### src/rtl/tx_sched_pkg.sv
// Shared types and constants for the TX response scheduler: FSM states,
// response sources and per-source byte counts.
package tx_sched_pkg;

    typedef enum logic [1:0] {
        ST_IDLE  = 2'd0,
        ST_SEND  = 2'd1,
        ST_DRAIN = 2'd2
    } state_e;

    typedef enum logic {
        SRC_RF  = 1'b0,
        SRC_ALU = 1'b1
    } src_e;

    localparam logic [1:0] RF_BYTES  = 2'd1;
    localparam logic [1:0] ALU_BYTES = 2'd2;

    // A lone full slot always wins; the round-robin pointer only settles a tie.
    function automatic src_e pick_src(input logic rf_full,
                                      input logic alu_full,
                                      input src_e rr);
        src_e win;
        if (rf_full && alu_full) begin
            win = rr;
        end else if (alu_full) begin
            win = SRC_ALU;
        end else begin
            win = SRC_RF;
        end
        return win;
    endfunction

    function automatic src_e other_src(input src_e s);
        return (s == SRC_RF) ? SRC_ALU : SRC_RF;
    endfunction

endpackage

### src/rtl/tx_slot.sv
// One-entry holding register for a single response source. A capture in the
// same cycle the slot is freed refills it without flagging an overflow.
module tx_slot
    import tx_sched_pkg::*;
#(
    parameter int W = 8
) (
    input  logic         clk,
    input  logic         srst,
    input  logic         vld,
    input  logic [W-1:0] data,
    input  logic         free,
    output logic         full,
    output logic [W-1:0] q,
    output logic         ovf
);

    logic         full_reg;
    logic [W-1:0] q_reg;
    logic         ovf_reg;
    logic         accept;

    assign accept = vld && (!full_reg || free);

    always_ff @(posedge clk) begin
        if (srst) begin
            full_reg <= 1'b0;
            q_reg    <= '0;
            ovf_reg  <= 1'b0;
        end else begin
            ovf_reg <= vld && full_reg && !free;
            if (accept) begin
                full_reg <= 1'b1;
                q_reg    <= data;
            end else if (free) begin
                full_reg <= 1'b0;
            end
        end
    end

    assign full = full_reg;
    assign q    = q_reg;
    assign ovf  = ovf_reg;

endmodule

### src/rtl/tx_resp_sched.sv
// Round-robin scheduler of RF / ALU responses onto the UART TX byte port with a
// level handshake against the synchronized busy flag. Optional feature macro:
// TX_ACK_TIMEOUT_EN (abort a byte whose busy acknowledge never arrives).
module tx_resp_sched
    import tx_sched_pkg::*;
#(
    parameter int DATA_WIDTH  = 8,
    parameter int TIMEOUT_CYC = 1024
) (
    input  logic                    CLK,
    input  logic                    RST,
    input  logic [DATA_WIDTH-1:0]   RF_RdData,
    input  logic                    RF_RdData_VLD,
    input  logic [2*DATA_WIDTH-1:0] ALU_OUT,
    input  logic                    ALU_OUT_VLD,
    input  logic                    UART_TX_Busy,
    output logic [DATA_WIDTH-1:0]   UART_TX_DATA,
    output logic                    UART_TX_VLD,
    output logic                    SCHED_BUSY,
    output logic                    OVF_ERR,
    output logic                    TIMEOUT_ERR
);

    localparam int FW = 2 * DATA_WIDTH;

    logic                  rf_full, alu_full;
    logic                  rf_ovf, alu_ovf;
    logic                  rf_free, alu_free;
    logic [DATA_WIDTH-1:0] rf_q;
    logic [FW-1:0]         alu_q;

    state_e                state_reg;
    src_e                  rr_reg;
    logic [FW-1:0]         shift_reg;
    logic [1:0]            bytes_left_reg;
    logic                  tx_vld_reg;
    logic                  ovf_reg;

    logic                  grant;
    src_e                  grant_src;

    tx_slot #(.W(DATA_WIDTH)) u_rf_slot (
        .clk  (CLK),
        .srst (RST),
        .vld  (RF_RdData_VLD),
        .data (RF_RdData),
        .free (rf_free),
        .full (rf_full),
        .q    (rf_q),
        .ovf  (rf_ovf)
    );

    tx_slot #(.W(FW)) u_alu_slot (
        .clk  (CLK),
        .srst (RST),
        .vld  (ALU_OUT_VLD),
        .data (ALU_OUT),
        .free (alu_free),
        .full (alu_full),
        .q    (alu_q),
        .ovf  (alu_ovf)
    );

    // Busy is checked at grant so a byte is never offered while the TX side is
    // still finishing something it owns.
    assign grant     = (state_reg == ST_IDLE) && (rf_full || alu_full) && !UART_TX_Busy;
    assign grant_src = pick_src(rf_full, alu_full, rr_reg);
    assign rf_free   = grant && (grant_src == SRC_RF);
    assign alu_free  = grant && (grant_src == SRC_ALU);

`ifdef TX_ACK_TIMEOUT_EN
    localparam int            TMO_W    = (TIMEOUT_CYC > 2) ? $clog2(TIMEOUT_CYC) : 1;
    localparam logic [TMO_W-1:0] TMO_LAST = TMO_W'(TIMEOUT_CYC - 1);

    logic [TMO_W-1:0] tmo_cnt_reg;
    logic             tmo_err_reg;
`endif

    always_ff @(posedge CLK) begin
        if (RST) begin
            state_reg      <= ST_IDLE;
            rr_reg         <= SRC_RF;
            shift_reg      <= '0;
            bytes_left_reg <= 2'd0;
            tx_vld_reg     <= 1'b0;
`ifdef TX_ACK_TIMEOUT_EN
            tmo_cnt_reg    <= '0;
            tmo_err_reg    <= 1'b0;
`endif
        end else begin
`ifdef TX_ACK_TIMEOUT_EN
            tmo_err_reg <= 1'b0;
`endif
            case (state_reg)
                ST_IDLE: begin
                    if (grant) begin
                        if (rf_full && alu_full) begin
                            rr_reg <= other_src(rr_reg);
                        end
                        if (grant_src == SRC_ALU) begin
                            shift_reg      <= alu_q;
                            bytes_left_reg <= ALU_BYTES;
                        end else begin
                            shift_reg      <= {{DATA_WIDTH{1'b0}}, rf_q};
                            bytes_left_reg <= RF_BYTES;
                        end
                        tx_vld_reg <= 1'b1;
                        state_reg  <= ST_SEND;
`ifdef TX_ACK_TIMEOUT_EN
                        tmo_cnt_reg <= '0;
`endif
                    end
                end

                ST_SEND: begin
                    if (UART_TX_Busy) begin
                        tx_vld_reg <= 1'b0;
                        state_reg  <= ST_DRAIN;
                    end
`ifdef TX_ACK_TIMEOUT_EN
                    else if (tmo_cnt_reg == TMO_LAST) begin
                        // The remaining bytes of the frame are dropped with it.
                        tx_vld_reg     <= 1'b0;
                        bytes_left_reg <= 2'd0;
                        tmo_err_reg    <= 1'b1;
                        state_reg      <= ST_IDLE;
                    end else begin
                        tmo_cnt_reg <= tmo_cnt_reg + 1'b1;
                    end
`endif
                end

                ST_DRAIN: begin
                    if (!UART_TX_Busy) begin
                        if (bytes_left_reg > 2'd1) begin
                            shift_reg      <= {{DATA_WIDTH{1'b0}}, shift_reg[FW-1:DATA_WIDTH]};
                            bytes_left_reg <= bytes_left_reg - 2'd1;
                            tx_vld_reg     <= 1'b1;
                            state_reg      <= ST_SEND;
`ifdef TX_ACK_TIMEOUT_EN
                            tmo_cnt_reg    <= '0;
`endif
                        end else begin
                            bytes_left_reg <= 2'd0;
                            state_reg      <= ST_IDLE;
                        end
                    end
                end

                default: begin
                    tx_vld_reg <= 1'b0;
                    state_reg  <= ST_IDLE;
                end
            endcase
        end
    end

    always_ff @(posedge CLK) begin
        if (RST) begin
            ovf_reg <= 1'b0;
        end else begin
            ovf_reg <= rf_ovf || alu_ovf;
        end
    end

    assign UART_TX_DATA = shift_reg[DATA_WIDTH-1:0];
    assign UART_TX_VLD  = tx_vld_reg;
    assign SCHED_BUSY   = rf_full || alu_full || (state_reg != ST_IDLE);
    assign OVF_ERR      = ovf_reg;

`ifdef TX_ACK_TIMEOUT_EN
    assign TIMEOUT_ERR = tmo_err_reg;
`else
    assign TIMEOUT_ERR = 1'b0;
`endif

endmodule

### config.mk
export PLATFORM = sky130hd
export DESIGN_NAME = tx_resp_sched
export DESIGN_NICKNAME = d
export VERILOG_FILES = /design/src/rtl/tx_sched_pkg.sv /design/src/rtl/tx_slot.sv /design/src/rtl/tx_resp_sched.sv
export SDC_FILE = /design/constraint.sdc
export NUM_CORES = 1
export LEC_CHECK = 0
export CAP_MARGIN = 0
export CORE_MARGIN = 2
export CORE_UTILIZATION = 27
export CTS_CLUSTER_DIAMETER = 200
export DETAILED_ROUTE_END_ITERATION = 12
export GPL_TIMING_DRIVEN = 1
export PLACE_DENSITY = 0.54
export SETUP_SLACK_MARGIN = 0.3
export SYNTH_ARGS = -nofsm -noshare
export SYNTH_HDL_FRONTEND = slang
export SYNTH_SLANG_ARGS = --single-unit
### constraint.sdc
create_clock -name CLK -period 1.83 [get_ports CLK]
set_clock_uncertainty 0.2 [all_clocks]
set_input_delay 0.549 -clock CLK [delete_from_list [all_inputs] [get_ports CLK]]
set_output_delay 0.549 -clock CLK [all_outputs]
set_load 0.01 [all_outputs]
Word level (Yosys, flattened, before mapping)
Index checks and enable logic that the tools add are counted.
{"block": "word_totals", "n_memories": 0, "romBits": 0, "latch_bits": 0, "input_bits": 29, "word_cells": 79, "output_inout_bits": 12, "mem_bits_rw": 0, "ff_bits": 51}
{"block": "op_classes", "bitwise": 1, "order_cmp": 1, "add_sub_neg": 1, "multipliers": 0, "reduce_logical": 31, "muxes": 27, "shift": 0, "n_div": 0, "n_eq_ne": 6}
{"op": "16-bit 2-to-1 mux", "count": 4}
{"op": "16-bit one-hot mux with 2 select lines", "count": 1}
{"op": "2-bit 2-to-1 mux", "count": 7}
{"op": "1-bit 2-to-1 mux", "count": 12}
{"op": "1-bit logical AND", "count": 11}
{"op": "3-bit AND reduction", "count": 3}
{"op": "2-bit != test, second input constant", "count": 4}
{"op": "4-bit AND reduction", "count": 2}
{"op": "2-bit nonzero test", "count": 4}
{"op": "2-bit one-hot mux with 3 select lines", "count": 1}
{"op": "1-bit zero test", "count": 5}
{"op": "1-bit logical OR", "count": 5}
{"op": "2-bit one-hot mux with 2 select lines", "count": 1}
{"op": "1-bit one-hot mux with 3 select lines", "count": 1}
{"op": "2-bit by 1-bit equality test with 1-bit output, second input constant", "count": 1}
{"op": "2-bit equality test, second input constant", "count": 1}
{"op": "2-bit by 1-bit greater-than comparator with 1-bit output, second input constant", "count": 1}
{"op": "2-bit zero test", "count": 1}
{"op": "2-bit by 1-bit subtractor with 2-bit output, second input constant", "count": 1}
{"op": "1-bit inverter", "count": 1}

Depth between registers and ports, before layout
Gate-level depths: netlist (run 1).
{"block": "depth", "ltp_word": 7, "depth_mapped": 7, "depth_no_buf": 3}

Hierarchy
Synthesis (run 1) repeated with hierarchy kept, for this count alone.
{"block": "hier_totals", "cells_unflattened": 236, "hier_area_um2": 2312.2}
{"mod": "tx_resp_sched", "seq_area_each_um2": 460.4, "instances": 1, "area_each_um2": 1074.8, "cells_each": 119}
{"mod": "tx_slot (u_alu_slot)", "seq_area_each_um2": 360.3, "instances": 1, "area_each_um2": 800.8, "cells_each": 76}
{"mod": "tx_slot (u_rf_slot)", "seq_area_each_um2": 200.2, "instances": 1, "area_each_um2": 436.7, "cells_each": 41}

Worst setup path before layout (run 1)
Ideal clock, no wire load.
{"block": "synth_timing", "path_type": "register to output", "startpoint": "reg u_alu_slot.full_reg, in the netlist u_alu_slot.full", "endpoint": "out SCHED_BUSY", "t_arrival_ns": 1.047, "path_stages_with_launch": 4, "setup_slack_ns": 0.034, "path_buffers": 1, "required_ns": 1.081, "cell_sequence": "dfxtp_1 -> buf_6 -> or2_2 -> or3_1"}
{"block": "synth_via", "elab_chain_cells": 2}
{"element": "start, declared", "line": "tx_slot.sv:18", "text": "logic full_reg;"}
{"element": "start signal, assigned", "line": "tx_slot.sv:27", "text": "full_reg <= 1'b0;"}
{"element": "start signal, assigned", "line": "tx_slot.sv:33", "text": "full_reg <= 1'b1;"}
{"element": "start signal, assigned", "line": "tx_slot.sv:36", "text": "full_reg <= 1'b0;"}
{"element": "1-bit logical OR (2 in series)", "line": "tx_resp_sched.sv:168", "text": "assign SCHED_BUSY = rf_full || alu_full || (state_reg != ST_IDLE);"}
{"element": "end, declared", "line": "tx_resp_sched.sv:19", "text": "output logic SCHED_BUSY,"}
No other way between the ends.

Worst setup path after layout (run 1)
Ends and elaborated chain as after synthesis.

==> run metrics, run 1 <==
Root Buffer=clkbuf_8; DR pass1 iterations=4; flip-flop and latch count after synthesis=51; die height=102 um; Rows=35; gr usage total=13.0%; P&R area growth vs syn=46.2%; final worst slack=-0.238 ns; Syn Inst Count=264; P per Cell Area=736 nW/um2; Achievable Freq=484 MHz; Starting Density=27.9%; ratio of final minimum period to clock period=113%; fin nets=348; DIE WIDTH=102 um; CTS tree=built; initial DRC count=66; Crit-path slowest cell=or3_4; most frequent cells in the layout=nand2b_1 (48), dfxtp_1 (40), mux2i_1 (24), clkdlybuf4s50_1 (24), buf_4 (23); sw power=746 uW; CTS sink cnt=51; crit path launch type=flip-flop; placed insts=418; Worst-path clk slew=0.10 ns; WP data arrival=1.32 ns; CP Max Fanout=2; Buffers on Ports=39; Power, Total=2770 uW; Diodes inserted=0; syn_nets=293; Async SR Flop Fraction=0%; status=complete, but fails checks; Routed WL=6480 um; final setup fails=1; routed vias=2055; H-tree depth=2; DRC viols=0; Max stage delay on crit path=0.33 ns; Lkg Pwr=0.00140 uW; Post-synth top flop=dfxtp_1; Peak supply drop=0.472 mV; largest net degree at the start of global routing=45; Clock power frac=30.2%; most common cell after layout, fill and taps aside=nand2b_1; synth warn=0; Synth Area in Compound Gates=20.1%; max_cap viols=0; core area=9240 um2; first-pass GRT wire length=10500 um; violated checks=negative setup slack; Crit path max-delay family=simple AND/OR/NAND/NOR gates; combinational family with the most area after synthesis=simple AND/OR/NAND/NOR gates; Via-to-Cell Ratio=4.58; initial antenna violation count=0; Post-DRT Antenna Nets=0; Critical Path End Type=output pin; share of layout cells above drive strength 1=37.5%; crit path cell chain=or2_4 -> or3_4 -> buf_6; RSZ-0062 raised after global routing=yes; Logic pwr share=25.3%; Placer Congestion=0.737; TritonCTS buffer count=5; clk_lat worst skew=0.30 ns; post-synthesis sequential area ratio=39.6%; simple-gate share of the synthesized area=21.5%; Final Max Tran Viols=0; vias in the first global route=2108; Max Root-Sink Buffers=2; Setup CP Type=reg -> out; Mapped Area=2580 um2; Layout fillers=889; post-DR wirelength/cell=14.4 um; mux cell area share after synthesis=9.31%; HP Class=reg -> reg; Post-synth EDFFs=0; Sequential Power Share=44.5%; grt total ovfl=0; Sw Share=26.9%; Layout Cells excl Fill=449; post-DP HPWL=4070 um; Buf+Inv Stages, Crit Path=1; Worst Path Required=1.08 ns; I/O pins=41; xor and xnor area share after synthesis=0.339%; die area=10400 um2; adder-cell area share of the yosys netlist=0%; Avg Cell Area, Syn=9.77 um2; Final min period=2.07 ns; Synth cell types=38; Hold Fails Final Rpt=0; Internal=2030 uW
-- cell type report --
type	instances	area [um2]	share of cell area (%)
Clock buffer	6	82.6	2.19
Tap cell	129	161	4.28
Sequential cell	51	1040	27.6
Timing Repair Buffer	79	808	21.4
Inverter	12	45.0	1.19
Clock inverter	2	38.8	1.03
Multi-Input combinational cell	170	1590	42.2
-- kinds of logic (layout without fill, tap and decap cells) --
| group | count (synthesis) | after routing |
|---|---|---|
| DFF | 51 | 51 |
| muxes | 24 | 24 |
| AOI/OAI and AO/OA | 57 | 57 |
| and+or+nand+nor | 86 | 87 |
| other | 1 | 1 |
| buffers and inverters | 44 | 99 |
| xor gates and xnor gates | 1 | 1 |
-- worst paths after layout --
| check | slack, ns | endpoint | start | cells after the start |
|---|---|---|---|---|
| setup / recovery | -0.24 | SCHED_BUSY | u_alu_slot.full$_SDFFE_PP0P_ | 3 |
| hold / removal | 0.25 | OVF_ERR$_SDFF_PP0_ | u_rf_slot.ovf$_SDFF_PP0_ | 2 |
| setup reg to reg | 0.03 | shift_reg[5]$_SDFFE_PP0P_ | state_reg[1]$_SDFFE_PP0P_ | 5 |
| hold reg to reg | 0.25 | OVF_ERR$_SDFF_PP0_ | u_rf_slot.ovf$_SDFF_PP0_ | 2 |
-- power groups by stage --
stage | clock, uW | combinational, uW | sequential, uW
floorplan | 0 | 345 | 1240
global placement | 0 | 505 | 1250
detailed placement | 0 | 512 | 1250
CTS | 854 | 644 | 1240
global route | 899 | 755 | 1240
finish | 837 | 703 | 1230
-- worst reg2reg max path: cells and delay by family, from the launching register on --
kind,cells,cell delay (ns)
simple gates,2,0.73
flops,1,0.33
buf+inv,2,0.24
compound gates,1,0.21
-- cell usage after synthesis, types with 2 or more instances --
cell type / number / area share, %
a31oi_1: 8 / 1.9
buf_4: 10 / 2.9
a311oi_2: 2 / 1.2
nand3_1: 2 / 0.39
a21oi_1: 7 / 1.4
mux2i_1: 24 / 9.3
buf_6: 3 / 1.3
nand2_1: 5 / 0.73
inv_1: 11 / 1.6
o21ai_0: 4 / 0.78
a311oi_1: 7 / 2.4
nand2b_1: 51 / 12
buf_2: 7 / 1.4
dfxtp_1: 51 / 40
clkbuf_1: 12 / 1.7
and3b_1: 8 / 2.7
nor3_1: 2 / 0.39
nor2_1: 4 / 0.58
o32ai_2: 8 / 5.0
or3_1: 4 / 0.97
nor2b_1: 3 / 0.73
o211ai_1: 8 / 2.3
a41oi_1: 8 / 2.7
-- stage by stage --
step | hold WS (ns) | worst slack [ns] | setup TNS [ns] | utilization, % | area (um2)
3_3_place_gp | 0.220 | -0.384 | -15.73 | 33.9 | 3130
5_1_grt | 0.292 | -0.282 | -0.314 | 40.8 | 3770
6_report | 0.245 | -0.238 | -0.238 | 40.8 | 3770
4_1_cts | 0.249 | -0.247 | -0.247 | 39.0 | 3610
3_5_place_dp | 0.226 | -0.424 | -16.79 | 33.9 | 3130
2_1_floorplan | 0.211 | 0.0838 | 0 | - | 2620
-- per-layer routing --
metal	global-route usage (%)	share of wire [%]	routed length (um)	up-vias
li1	-	-	-	1045
met1	16.5	44	2880	968
met2	22.7	51	3310	35
met3	2.76	3.4	219	7
met4	2.91	1.0	67	0
met5	0	0	0	-
-- what timing repair did --
action,CTS,global route
hold buffers,0,0
buffers inserted,16,4
pin swaps,9,10
resized for setup,104,25
gates cloned,3,0
setup endpoints to repair,60,58
No activity file was read; power rests on OpenSTA's default activity.
==> inputs of run 2 (changes only) <==
CORE_UTILIZATION = 33   (was 27)
CTS_CLUSTER_SIZE = 8   (was unset)
DONT_BUFFER_PORTS = 1   (was unset)
PLACE_DENSITY = 0.55   (was 0.54)
==> run 2 against run 1 <==
Against the previous run:
- largest cell class unchanged
- the run still ends with negative setup slack left
- via count fell by 10%
- total power fell by 15%
- clock power fell by 20%
- combinational power fell by 38%
- fmax rose by 4.9%
- sequential power barely moved
==> run metrics, run 2 (same netlist as run 1, synthesis figures left out) <==
worst reg-to-reg path cell count=4; Place WS=0.0954 ns; share of layout cells above drive strength 1=26.3%; Final min period=1.97 ns; most common cell after layout, fill and taps aside=nand2b_1; Layout fillers=786; clk_lat worst skew=0.31 ns; Hold WS=0.132 ns; DR pass1 iterations=4; I/O pins=41; Post-DRT Antenna Nets=0; CTS tree=built; violated checks=negative setup slack; Root Buffer=clkbuf_8; grt total ovfl=0; Peak supply drop=0.286 mV; Worst-path clk slew=0.09 ns; Layout Cells excl Fill=364; register area=1030 um2; vias in the first global route=1801; Lkg Pwr=0.00106 uW; placed insts=345; die area=8540 um2; Rows=32; core area=7650 um2; initial antenna violation count=0; Worst Path Required=1.08 ns; largest net degree at the start of global routing=77; status=complete, but fails checks; DIE WIDTH=92.4 um; Achievable Freq=507 MHz; post-DR wirelength/cell=15.4 um; Setup CP Type=reg -> out; hold depth=1; first-pass GRT wire length=9010 um; Placer Congestion=0.775; gr usage total=13.3%; DRC viols=0; P&R area growth vs syn=15.3%; Hold Fails Final Rpt=0; Starting Density=33.7%; multi-input combinational cell area=1450 um2; most frequent cells in the layout=nand2b_1 (50), dfxtp_1 (47), mux2i_1 (24); Max Root-Sink Buffers=2; max_cap viols=0; HP Class=in -> reg; H-tree depth=2; post-DP HPWL=3600 um; crit path launch type=flip-flop; initial DRC count=110; die height=92.4 um; final instance area=2980 um2; fin nets=290; ratio of final minimum period to clock period=108%; CTS sink cnt=51; CP Max Fanout=2; Via-to-Cell Ratio=5.08; TritonCTS buffer count=5; WP data arrival=1.22 ns; final worst slack=-0.141 ns; final setup fails=1; P per Cell Area=790 nW/um2; dpl cell area=2630 um2; Routed WL=5600 um; RSZ-0062 raised after global routing=yes; Buffers on Ports=0; routed vias=1849; Diodes inserted=0; Critical Path End Type=output pin; Final Max Tran Viols=0
run 2: cell type report:
class | count | area share (%)
tap | 102 | 4.29
clock inverter | 3 | 0.799
sequential | 51 | 34.7
multi-input combinational | 170 | 48.9
inverter | 12 | 1.51
timing repair buffer | 21 | 7.57
clock buffer | 5 | 2.31
run 2: report_power, final:
group / total (uW) / internal (uW) / switching (uW)
clock network: 673 / 277 / 397
logic: 435 / 226 / 209
registers: 1240 / 1190 / 57.2
total: 2350 / 1690 / 663
run 2: routing by layer:
metal | vias up | track usage (%) | part of all wire [%]
met5 | - | 0 | 0
met4 | 0 | 4.73 | 1.2
met2 | 37 | 21.6 | 50
met3 | 6 | 3.25 | 3.8
met1 | 877 | 17.3 | 45
li1 | 929 | - | -
run 2: worst max-delay path: stages, from the launching register on:
cell and delay, ns:
dfxtp_4 0.35, or2_4 0.22, or3_4 0.34
run 2: through the flow:
stage                     total power, uW  TNS, ns  utilization (%)
after global routing                 2460   -0.167             38.9
after floorplan                      1590        0                -
after global placement               1610        0             34.4
after CTS                            2360   -0.149             38.1
final                                2350   -0.141             38.9
after detailed placement             1610        0             34.4
run 2: timing repair:
item | in CTS | in global routing
buffers inserted | 7 | 2
pin swaps | 10 | 1
resized for setup | 25 | 8
hold buffers | 0 | 0
setup endpoints to repair | 46 | 47
gates cloned | 2 | 0
run 2: path summary, 6_finish.rpt:
check / end / from / slack [ns]
min reg2reg: OVF_ERR$_SDFF_PP0_ / u_rf_slot.ovf$_SDFF_PP0_ / 0.25
max reg2reg: shift_reg[0]$_SDFFE_PP0P_ / u_rf_slot.full$_SDFFE_PP0P_ / 0.13
max: SCHED_BUSY / u_rf_slot.full$_SDFFE_PP0P_ / -0.14
min: shift_reg[6]$_SDFFE_PP0P_ / RST / 0.13
